**config.mk**
```make
export PLATFORM = sky130hd
export DESIGN_NAME = lb4_cascade_ctrl
export DESIGN_NICKNAME = d
export VERILOG_FILES = /design/src/rtl/lb4_cascade_ctrl.sv
export SDC_FILE = /design/constraint.sdc
export NUM_CORES = 1
export LEC_CHECK = 0
export CORE_MARGIN = 2
export CORE_UTILIZATION = 49
export DETAILED_ROUTE_END_ITERATION = 16
export GPL_TIMING_DRIVEN = 0
export PLACE_DENSITY = 0.88
export SLEW_MARGIN = 0
export SYNTH_ARGS = -nofsm -noshare
export SYNTH_HDL_FRONTEND = slang
export SYNTH_SLANG_ARGS = --single-unit
```
**constraint.sdc**
```tcl
create_clock -name CK -period 2.9 [get_ports CK]
set_input_delay 0.58 -clock CK [delete_from_list [all_inputs] [get_ports CK]]
set_output_delay 0.58 -clock CK [all_outputs]
set_load 0.02 [all_outputs]
```
**src/rtl/lb4_cascade_ctrl.sv**
```systemverilog
// lb4_cascade_ctrl
//
// Command-driven sequencer for a cascade of 4-bit loadable up/down counter slices.
// A host issues LOAD / UP N / DOWN N / HALT commands. The block drives the shared
// slice controls and keeps a shadow copy of the count. When the shadow is known to
// match the cascade (after a LOAD), it checks Q and CO on every step and raises a
// sticky ERR flag if the cascade diverges.
//
// Ports
//   CK, RN          clock (rising edge), asynchronous active-low reset
//   CMD_VALID/READY command handshake; a command is taken on a CK edge with both high
//   CMD_OP          00 LOAD, 01 UP, 10 DOWN, 11 HALT
//   CMD_ARG         LOAD value, or step count N for UP/DOWN
//   CTR_SP          slice clock enable
//   CTR_SD          slice load select (1 = load CTR_D)
//   CTR_CON         direction (1 = up)
//   CTR_CI          carry-in to slice 0 (up: 1 steps, down: 0 steps)
//   CTR_D           parallel load data
//   CTR_Q, CTR_CO   cascade outputs and final carry-out
//   BUSY            high whenever the sequencer is not idle
//   DONE            one-cycle pulse when a command completes
//   TC              one-cycle pulse after a step taken from the terminal count
//   ERR, ERR_CLR    sticky mismatch flag and its synchronous clear
module lb4_cascade_ctrl #(
    parameter int unsigned SLICES = 4,
    localparam int unsigned W = 4 * SLICES
) (
    input  logic         CK,
    input  logic         RN,
    input  logic         CMD_VALID,
    output logic         CMD_READY,
    input  logic [1:0]   CMD_OP,
    input  logic [W-1:0] CMD_ARG,
    output logic         CTR_SP,
    output logic         CTR_SD,
    output logic         CTR_CON,
    output logic         CTR_CI,
    output logic [W-1:0] CTR_D,
    input  logic [W-1:0] CTR_Q,
    input  logic         CTR_CO,
    output logic         BUSY,
    output logic         DONE,
    output logic         TC,
    output logic         ERR,
    input  logic         ERR_CLR
);

    localparam logic [1:0] OpLoad = 2'b00;
    localparam logic [1:0] OpUp   = 2'b01;
    localparam logic [1:0] OpDown = 2'b10;
    localparam logic [1:0] OpHalt = 2'b11;

    typedef enum logic [1:0] {
        StIdle,
        StLoad,
        StRun,
        StFin
    } state_e;

    state_e         state_q, state_d;
    logic [W-1:0]   shadow_q, shadow_d;
    logic [W-1:0]   remaining_q, remaining_d;
    logic           synced_q, synced_d;
    logic           sp_q, sp_d;
    logic           sd_q, sd_d;
    logic           con_q, con_d;
    logic           ci_q, ci_d;
    logic [W-1:0]   d_q, d_d;
    logic           busy_q, busy_d;
    logic           done_q, done_d;
    logic           tc_q, tc_d;
    logic           err_q, err_d;

    logic           cmd_ready;
    logic           accept;
    logic           shadow_ones;
    logic           shadow_zero;
    logic           co_exp;
    logic           term;
    logic           mismatch;

    // Only HALT may interrupt a run; everything else waits for IDLE.
    always_comb begin
        cmd_ready = 1'b0;
        if (RN) begin
            unique case (state_q)
                StIdle:  cmd_ready = 1'b1;
                StRun:   cmd_ready = (CMD_OP == OpHalt);
                default: cmd_ready = 1'b0;
            endcase
        end
    end

    assign CMD_READY = cmd_ready;
    assign accept    = CMD_VALID & cmd_ready;

    // During a RUN cycle the cascade still shows the pre-step value, which the
    // shadow tracks, so CO expectations derive from the shadow directly.
    assign shadow_ones = &shadow_q;
    assign shadow_zero = ~|shadow_q;
    assign co_exp      = con_q ? shadow_ones : ~shadow_zero;
    assign term        = con_q ? shadow_ones : shadow_zero;

    always_comb begin
        mismatch = 1'b0;
        if (synced_q) begin
            if (state_q == StRun) begin
                mismatch = (CTR_Q != shadow_q) || (CTR_CO != co_exp);
            end else if (state_q == StFin) begin
                mismatch = (CTR_Q != shadow_q);
            end
        end
    end

    // Next-state and registered-output logic.
    always_comb begin
        state_d     = state_q;
        shadow_d    = shadow_q;
        remaining_d = remaining_q;
        synced_d    = synced_q;
        con_d       = con_q;
        ci_d        = ci_q;
        d_d         = d_q;

        unique case (state_q)
            StIdle: begin
                if (accept) begin
                    unique case (CMD_OP)
                        OpLoad: begin
                            d_d     = CMD_ARG;
                            state_d = StLoad;
                        end
                        OpUp, OpDown: begin
                            con_d       = (CMD_OP == OpUp);
                            ci_d        = (CMD_OP == OpUp);
                            remaining_d = CMD_ARG;
                            state_d     = (CMD_ARG == '0) ? StFin : StRun;
                        end
                        default: begin
                            state_d = StFin;
                        end
                    endcase
                end
            end
            StLoad: begin
                // The cascade captures d_q on this edge.
                shadow_d = d_q;
                synced_d = 1'b1;
                state_d  = StFin;
            end
            StRun: begin
                // SP is high this cycle, so the cascade steps on this edge even
                // when a HALT is accepted on it.
                shadow_d    = con_q ? (shadow_q + 1'b1) : (shadow_q - 1'b1);
                remaining_d = remaining_q - 1'b1;
                if (accept) begin
                    remaining_d = '0;
                    state_d     = StFin;
                end else if (remaining_q == W'(1)) begin
                    state_d = StFin;
                end
            end
            default: begin
                state_d = StIdle;
            end
        endcase

        sp_d   = (state_d == StLoad) || (state_d == StRun);
        sd_d   = (state_d == StLoad);
        busy_d = (state_d != StIdle);
        done_d = (state_d == StFin);
        tc_d   = (state_q == StRun) && term;
        // A fresh mismatch wins over a simultaneous clear.
        err_d  = mismatch | (err_q & ~ERR_CLR);
    end

    always_ff @(posedge CK or negedge RN) begin
        if (!RN) begin
            state_q     <= StIdle;
            shadow_q    <= '0;
            remaining_q <= '0;
            synced_q    <= 1'b0;
            sp_q        <= 1'b0;
            sd_q        <= 1'b0;
            con_q       <= 1'b1;
            ci_q        <= 1'b0;
            d_q         <= '0;
            busy_q      <= 1'b0;
            done_q      <= 1'b0;
            tc_q        <= 1'b0;
            err_q       <= 1'b0;
        end else begin
            state_q     <= state_d;
            shadow_q    <= shadow_d;
            remaining_q <= remaining_d;
            synced_q    <= synced_d;
            sp_q        <= sp_d;
            sd_q        <= sd_d;
            con_q       <= con_d;
            ci_q        <= ci_d;
            d_q         <= d_d;
            busy_q      <= busy_d;
            done_q      <= done_d;
            tc_q        <= tc_d;
            err_q       <= err_d;
        end
    end

    assign CTR_SP  = sp_q;
    assign CTR_SD  = sd_q;
    assign CTR_CON = con_q;
    assign CTR_CI  = ci_q;
    assign CTR_D   = d_q;
    assign BUSY    = busy_q;
    assign DONE    = done_q;
    assign TC      = tc_q;
    assign ERR     = err_q;

endmodule

```
=== Yosys cells after proc, flatten, opt, wreduce, memory -nomap -nowiden ===
Index checks and enable logic that the tools add are counted.

* Eq/ne operators: 14
* Multiplexer cells: 19
* Reduce and logical (&&, ||, !) cells: 16
* Add/subtract/negate cells: 3
* Bitwise logic cells: 4

{| class="wikitable"
|+ Operators with widths
! kind !! count
|-
| 2-to-1 mux 16 bit || 4
|-
| case mux 16 bit (2 select lines) || 2
|-
| subtractor 16 x 1 -> 16 bit, second input constant || 2
|-
| adder 16 x 1 -> 16 bit, second input constant || 1
|-
| == test 16 x 1 -> 1 bit, second input constant || 1
|-
| logical NOT 16 bit || 1
|-
| inequality test 16 bit || 1
|-
| AND reduction 16 bit || 1
|-
| OR reduction 16 bit || 1
|-
| == test 2 bit, second input constant || 6
|-
| AND reduction 3 bit || 3
|-
| 2-to-1 mux 1 bit || 7
|-
| == test 2 x 1 -> 1 bit, second input constant || 3
|-
| 2-to-1 mux 2 bit || 3
|-
| case mux 2 bit (3 select lines) || 1
|-
| nonzero test 2 bit || 3
|-
| logical NOT 2 bit || 2
|-
| case mux 2 bit (2 select lines) || 1
|-
| bitwise AND 1 bit || 2
|-
| logical OR 1 bit || 2
|-
| inequality test 2 x 1 -> 1 bit, second input constant || 1
|-
| inequality test 2 bit, second input constant || 1
|-
| case mux 1 bit (2 select lines) || 1
|-
| OR reduction 2 bit || 1
|-
| 5 further kinds || 5
|}

* Output and inout bits: 25
* Register bits after elaboration: 59
* Logic and storage cells: 69
* Bits of input ports: 39

=== Depth between registers and ports, before layout ===
* Depth after elaboration: 8
* Gate-level depth with buffers: 11
* Depth with buffers taken out: 10

=== Worst setup path after synthesis ===
Ideal clock, no wire load.

* Kind: reg-to-reg
* From: register con_q (netlist: CTR_CON)
* To: register shadow_q[15]
* Setup slack: -12 ps
* Cell stages (with the launch flop): 10
* Required time: 2774 ps
* Clock period less this slack: 2912 ps
* Data arrival time: 2786 ps
* Path buffers: 0
* Path through: dfstp_2 > inv_1 > ha_1 > and2_4 > a221o_1 > a211oi_2 > o21bai_2 > o31ai_2 > mux2i_1 > a221o_1

* Longest elaborated chain between the ends: 2

{| class="wikitable"
|+ Ends and longest elaborated chain
! item !! line !! text
|-
| start, declared || 66 || <nowiki>logic con_q, con_d;</nowiki>
|-
| start signal, assigned || 199 || <nowiki>con_q <= con_d;</nowiki>
|-
| 2-to-1 mux 16 bit || 154 || <nowiki>shadow_d = con_q ? (shadow_q + 1'b1) : (shadow_q - 1'b1);</nowiki>
|-
| case mux 16 bit (2 select lines) || 125 || <nowiki>unique case (state_q)</nowiki>
|-
| end signal, assigned || 194 || <nowiki>shadow_q <= shadow_d;</nowiki>
|-
| end, declared || 61 || <nowiki>logic [W-1:0] shadow_q, shadow_d;</nowiki>
|}

Every way passes these cells.
A chain may end at the register's enable or synchronous reset.

=== Worst setup path after layout ===
* From: input CMD_OP[0]
* To: register sp_q (netlist: CTR_SP)

* Longest elaborated chain between the ends: 8
* Elaborated cells between the ends (all ways): 15

{| class="wikitable"
|+ Ends and longest elaborated chain
! item !! line !! text
|-
| start, declared || 32 || <nowiki>input logic [1:0] CMD_OP,</nowiki>
|-
| == test 2 bit || 88 || <nowiki>StRun: cmd_ready = (CMD_OP == OpHalt);</nowiki>
|-
| case mux 1 bit (2 select lines) || 86 || <nowiki>unique case (state_q)</nowiki>
|-
| 2-to-1 mux 1 bit || 85 || <nowiki>if (RN) begin</nowiki>
|-
| bitwise AND 1 bit || 95 || <nowiki>assign accept = CMD_VALID & cmd_ready;</nowiki>
|-
| 2-to-1 mux 2 bit (on tied branches) || 156, 127 ||
|-
| case mux 2 bit (3 select lines) (*) || 125 ||
|-
| == test 2 x 1 -> 1 bit / == test 2 bit (equally long branches) || 168 || <nowiki>sp_d = (state_d == StLoad) || (state_d == StRun);</nowiki>
|-
| logical OR 1 bit (*) || 168 ||
|-
| via sp_d || 64 || <nowiki>logic sp_q, sp_d;</nowiki>
|-
| end signal, assigned || 197 || <nowiki>sp_q <= sp_d;</nowiki>
|-
| end, declared || 64 ||
|}

The timed path passes the listed nets; every way through them passes the cells marked *.

==> run_results.csv <==
group,metric,value,unit
finish,layoutNonFillerInstCount,622,
clock_tree,clockRootBuffer,"clkbuf_8",
synthesis,synth_top_area_share,36.8,%
synthesis,synthArstFlopShare,100,%
detailed_routing,drtIter0Drc,375,
timing,timing.hold.ws,0.207,ns
run_status,status,"complete, no violations",
synthesis,syn_area_per_cell,9.11,µm²
timing,maxSlewHeadroom,47.9,%
timing,setup-violations-final,0,
die,die_h,93.7,µm
detailed_routing,postRouteAntennaNets,0,
detailed_routing,vias_per_cell,6.25,
finish,drive_above_1_share,11.3,%
place,routabilityCongestion,0.929,
synthesis,synth-edff-count,0,
finish,utilization,65.6,%
clock_tree,worstSkewPairLatency,0.35,ns
die,rows,32,
grt,first_global_vias,3726,
min_path,hold_class,"input port to asynchronous set/reset pin",
finish,syn_to_final_growth,29.1,%
worst_setup_path,crit_chain,"clkdlybuf4s50_1, inv_1, ha_1, nor4b_1, nand4_1, o41ai_1, o211ai_1, a31o_2, ha_1",
worst_setup_path,worstSetupStartpointType,"input port",
power_and_ir_drop,ir_drop,0.561,mV
synthesis,syn_nets,501,
die,io-pin-count,64,
die,core-area,7770,µm²
power_and_ir_drop,cellPowerDensity,1370,nW/µm²
worst_setup_path,r2r_cells,11,
die,fp.dieW,93.7,µm
worst_setup_path,path_class,"input port to flop",
synthesis,netlist_area,3950,µm²
timing,layout_setup_ws,0.0841,ns
detailed_routing,finalWirelength,11600,µm
clock_tree,cts_inserted_buffers,9,
clock_tree,path_clk_slew,0.07,ns
worst_setup_path,critPathMaxStageDelay,0.51,ns
place,numPortBuffers,63,
timing,fin_crit_sh,97.1,%
worst_setup_path,cp.arrival,3.04,ns
die,initial_core_util,50.8,%
worst_setup_path,reg2reg_slack,0.09,ns
worst_setup_path,crit_top_cell,"ha_1",
place,dpl.cell_count,599,
worst_setup_path,cp.buffers_inverters,2,
grt,grt-ovfl-total,0,
power_and_ir_drop,p_total,0.00696,W
synthesis,syn-instance-count,433,
grt,grt_max_degree,33,
worst_setup_path,cp_top_family,"compound AO/OA/AOI/OAI gates",
worst_setup_path,cp_max_fo,3,
worst_setup_path,rr_endpoint,"shadow_q[15]",
synthesis,yosys.area.top_type,"dfrtp_1",
place,dp_hpwl,8190,µm
worst_setup_path,cp-end-kind,"flop",
worst_setup_path,crit_required,3.12,ns
synthesis,synth-seq-cells,59,
detailed_routing,num_vias,3890,
clock_tree,clkSinkCount,59,
synthesis,synth.distinct_cells,53,
grt,grtUsageTotal,26.2,%
die,dieArea,8790,µm²
timing,finalClockSkew,0.00944,ns
worst_setup_path,cp_slowest_cell,"clkdlybuf4s50_1",
flow_run,cap_viol_max_count,0,
timing,fin_crit,2.82,ns
clock_tree,clock_path_buffers,2,
clock_tree,htreeDepth,3,
clock_tree,holdBufCountCts,0,
grt,grt_pass1_wl,18100,µm
power_and_ir_drop,p_leak,2.16,nW
worst_setup_path,crit_start,"CMD_OP[0]",
synthesis,yosysSeqAreaShare,37.4,%
detailed_routing,route.detailed.drc,0,
synthesis,synthTopCellsByArea,"dfrtp_1 37%, ha_1 8.9%, o21ai_0 5.3%, xnor2_1 5.1%, mux2_2 4.3%",
grt,grt_antenna_before_repair,0,
synthesis,synthFlopType,"dfrtp_1",
detailed_routing,wl_per_cell,18.6,µm
clock_tree,cts_tree,"built",
worst_setup_path,reg2reg_from,"CTR_CON",
detailed_routing,drtPass1Iterations,5,
finish,num_antenna_cells,0,
synthesis,yosys_warnings,0,
timing,fmaxAchievable,0.355,GHz
timing,final-max-slew-violation-count,0,
timing,finalHoldViolCount,0,
place,pre_cts_ws,-0.311,ns
timing,worst_slew_pin_slew,0.781,ns
finish,nets,583,
## cell families after synthesis
kind of cell	share of synthesized area, %
compound gates	21.3
mux	6.31
xor+xnor	5.77
simple gates	16.3
flops	37.4
buf+inv	3.46
fa+ha+maj	9.39
## how the worst max path moves through the flow
stage | end | cells after the start
6_report | CTR_SP | 9
4_1_cts | shadow_q[12] | 10
3_5_place_dp | shadow_q[15] | 9
3_3_place_gp | remaining_q[9] | 7
2_1_floorplan | shadow_q[15] | 9
5_1_grt | shadow_q[10] | 11
## registers in the layout (all words and copies together), names as in the netlist
| name | flops |
|---|---|
| BUSY | 1 |
| CTR_CI | 1 |
| CTR_CON | 1 |
| CTR_D | 16 |
| CTR_SD | 1 |
| CTR_SP | 1 |
| DONE | 1 |
| ERR | 1 |
| TC | 1 |
| remaining_q | 16 |
| shadow_q | 16 |
| state_q | 2 |
| synced_q | 1 |
## per-stage QoR
stage                     area, µm²  setup TNS [ns]
after detailed placement       4750           -2.98
after global routing           5090         -0.0412
after global placement         4730         -107.62
after floorplan                3980               0
after CTS                      4980               0
final                          5090               0
## worst register-to-register path, stage by stage (launching register included)
cell and delay [ns]:
dfstp_2 0.57, clkinvlp_4 0.11, buf_12 0.16, buf_8 0.14, ha_1 0.36, a21o_1 0.23
a2111oi_0 0.44, a211oi_1 0.11, o311a_1 0.14, o31ai_2 0.07, mux2i_1 0.10, a221o_1 0.26
## what timing repair did
action | CTS | global route
cloned | 0 | 1
pin swaps | 1 | 4
resized for setup | 1 | 10
setup buffers | 3 | 4
setup endpoints to repair | 9 | 17
## placed cells by master, fill, tap and decap left out, types with 10 or more instances in the layout
cell / synthesis / final
a21oi_1: 29 / 29
clkbuf_1: 13 / 12
clkdlybuf4s50_1: 0 / 62
dfrtp_1: 58 / 58
ha_1: 28 / 25
inv_1: 20 / 19
mux2_2: 15 / 15
nand2_1: 25 / 25
nand4_1: 12 / 12
nor2_1: 37 / 37
nor3_1: 15 / 15
nor4_1: 10 / 10
o21ai_0: 42 / 41
xnor2_1: 23 / 23
## per-layer routing
layer	vias up	part of all wire (%)	GRT usage, %	wire length (µm)
met5	-	0	0	0
met4	0	3.2	10.1	372
met3	36	7.9	4.25	919
met2	217	50	45.4	5770
met1	1885	39	32.8	4530
li1	1752	-	-	-
## layout make-up
type	count	area [µm²]
buffer	15	57.6
clock inverter	7	92.6
timing repair buffer	72	749
sequential	59	1480
clock buffer	9	124
tap	102	128
multi-input combinational	338	2390
inverter	20	78.8
fill	596	2670
## cell usage after synthesis, types with 3 or more instances
| cell | count |
|---|---|
| mux2i_1 | 8 |
| and3_1 | 6 |
| clkbuf_1 | 13 |
| nor3_1 | 15 |
| xnor2_1 | 23 |
| o211ai_1 | 3 |
| a221o_1 | 3 |
| nor2b_1 | 3 |
| inv_1 | 20 |
| nor4_1 | 10 |
| nor2_1 | 37 |
| nand2b_1 | 5 |
| mux2_2 | 15 |
| o31ai_1 | 3 |
| a22o_1 | 6 |
| nand3_1 | 6 |
| nand2_1 | 25 |
| xor2_1 | 3 |
| o21ai_0 | 42 |
| ha_1 | 28 |
| nand4_1 | 12 |
| dfrtp_1 | 58 |
| a21oi_1 | 29 |
| o21a_1 | 5 |
| a22oi_1 | 7 |
| a211oi_1 | 3 |
| a21o_1 | 8 |
## power by group
| part | internal, W | switching (W) |
|---|---|---|
| Clock | 0.000480 | 0.000357 |
| Combinational | 0.00200 | 0.00246 |
| Sequential | 0.00122 | 0.000452 |
| Total | 0.00369 | 0.00327 |
Note: power is estimated with default switching activity, not from simulation.
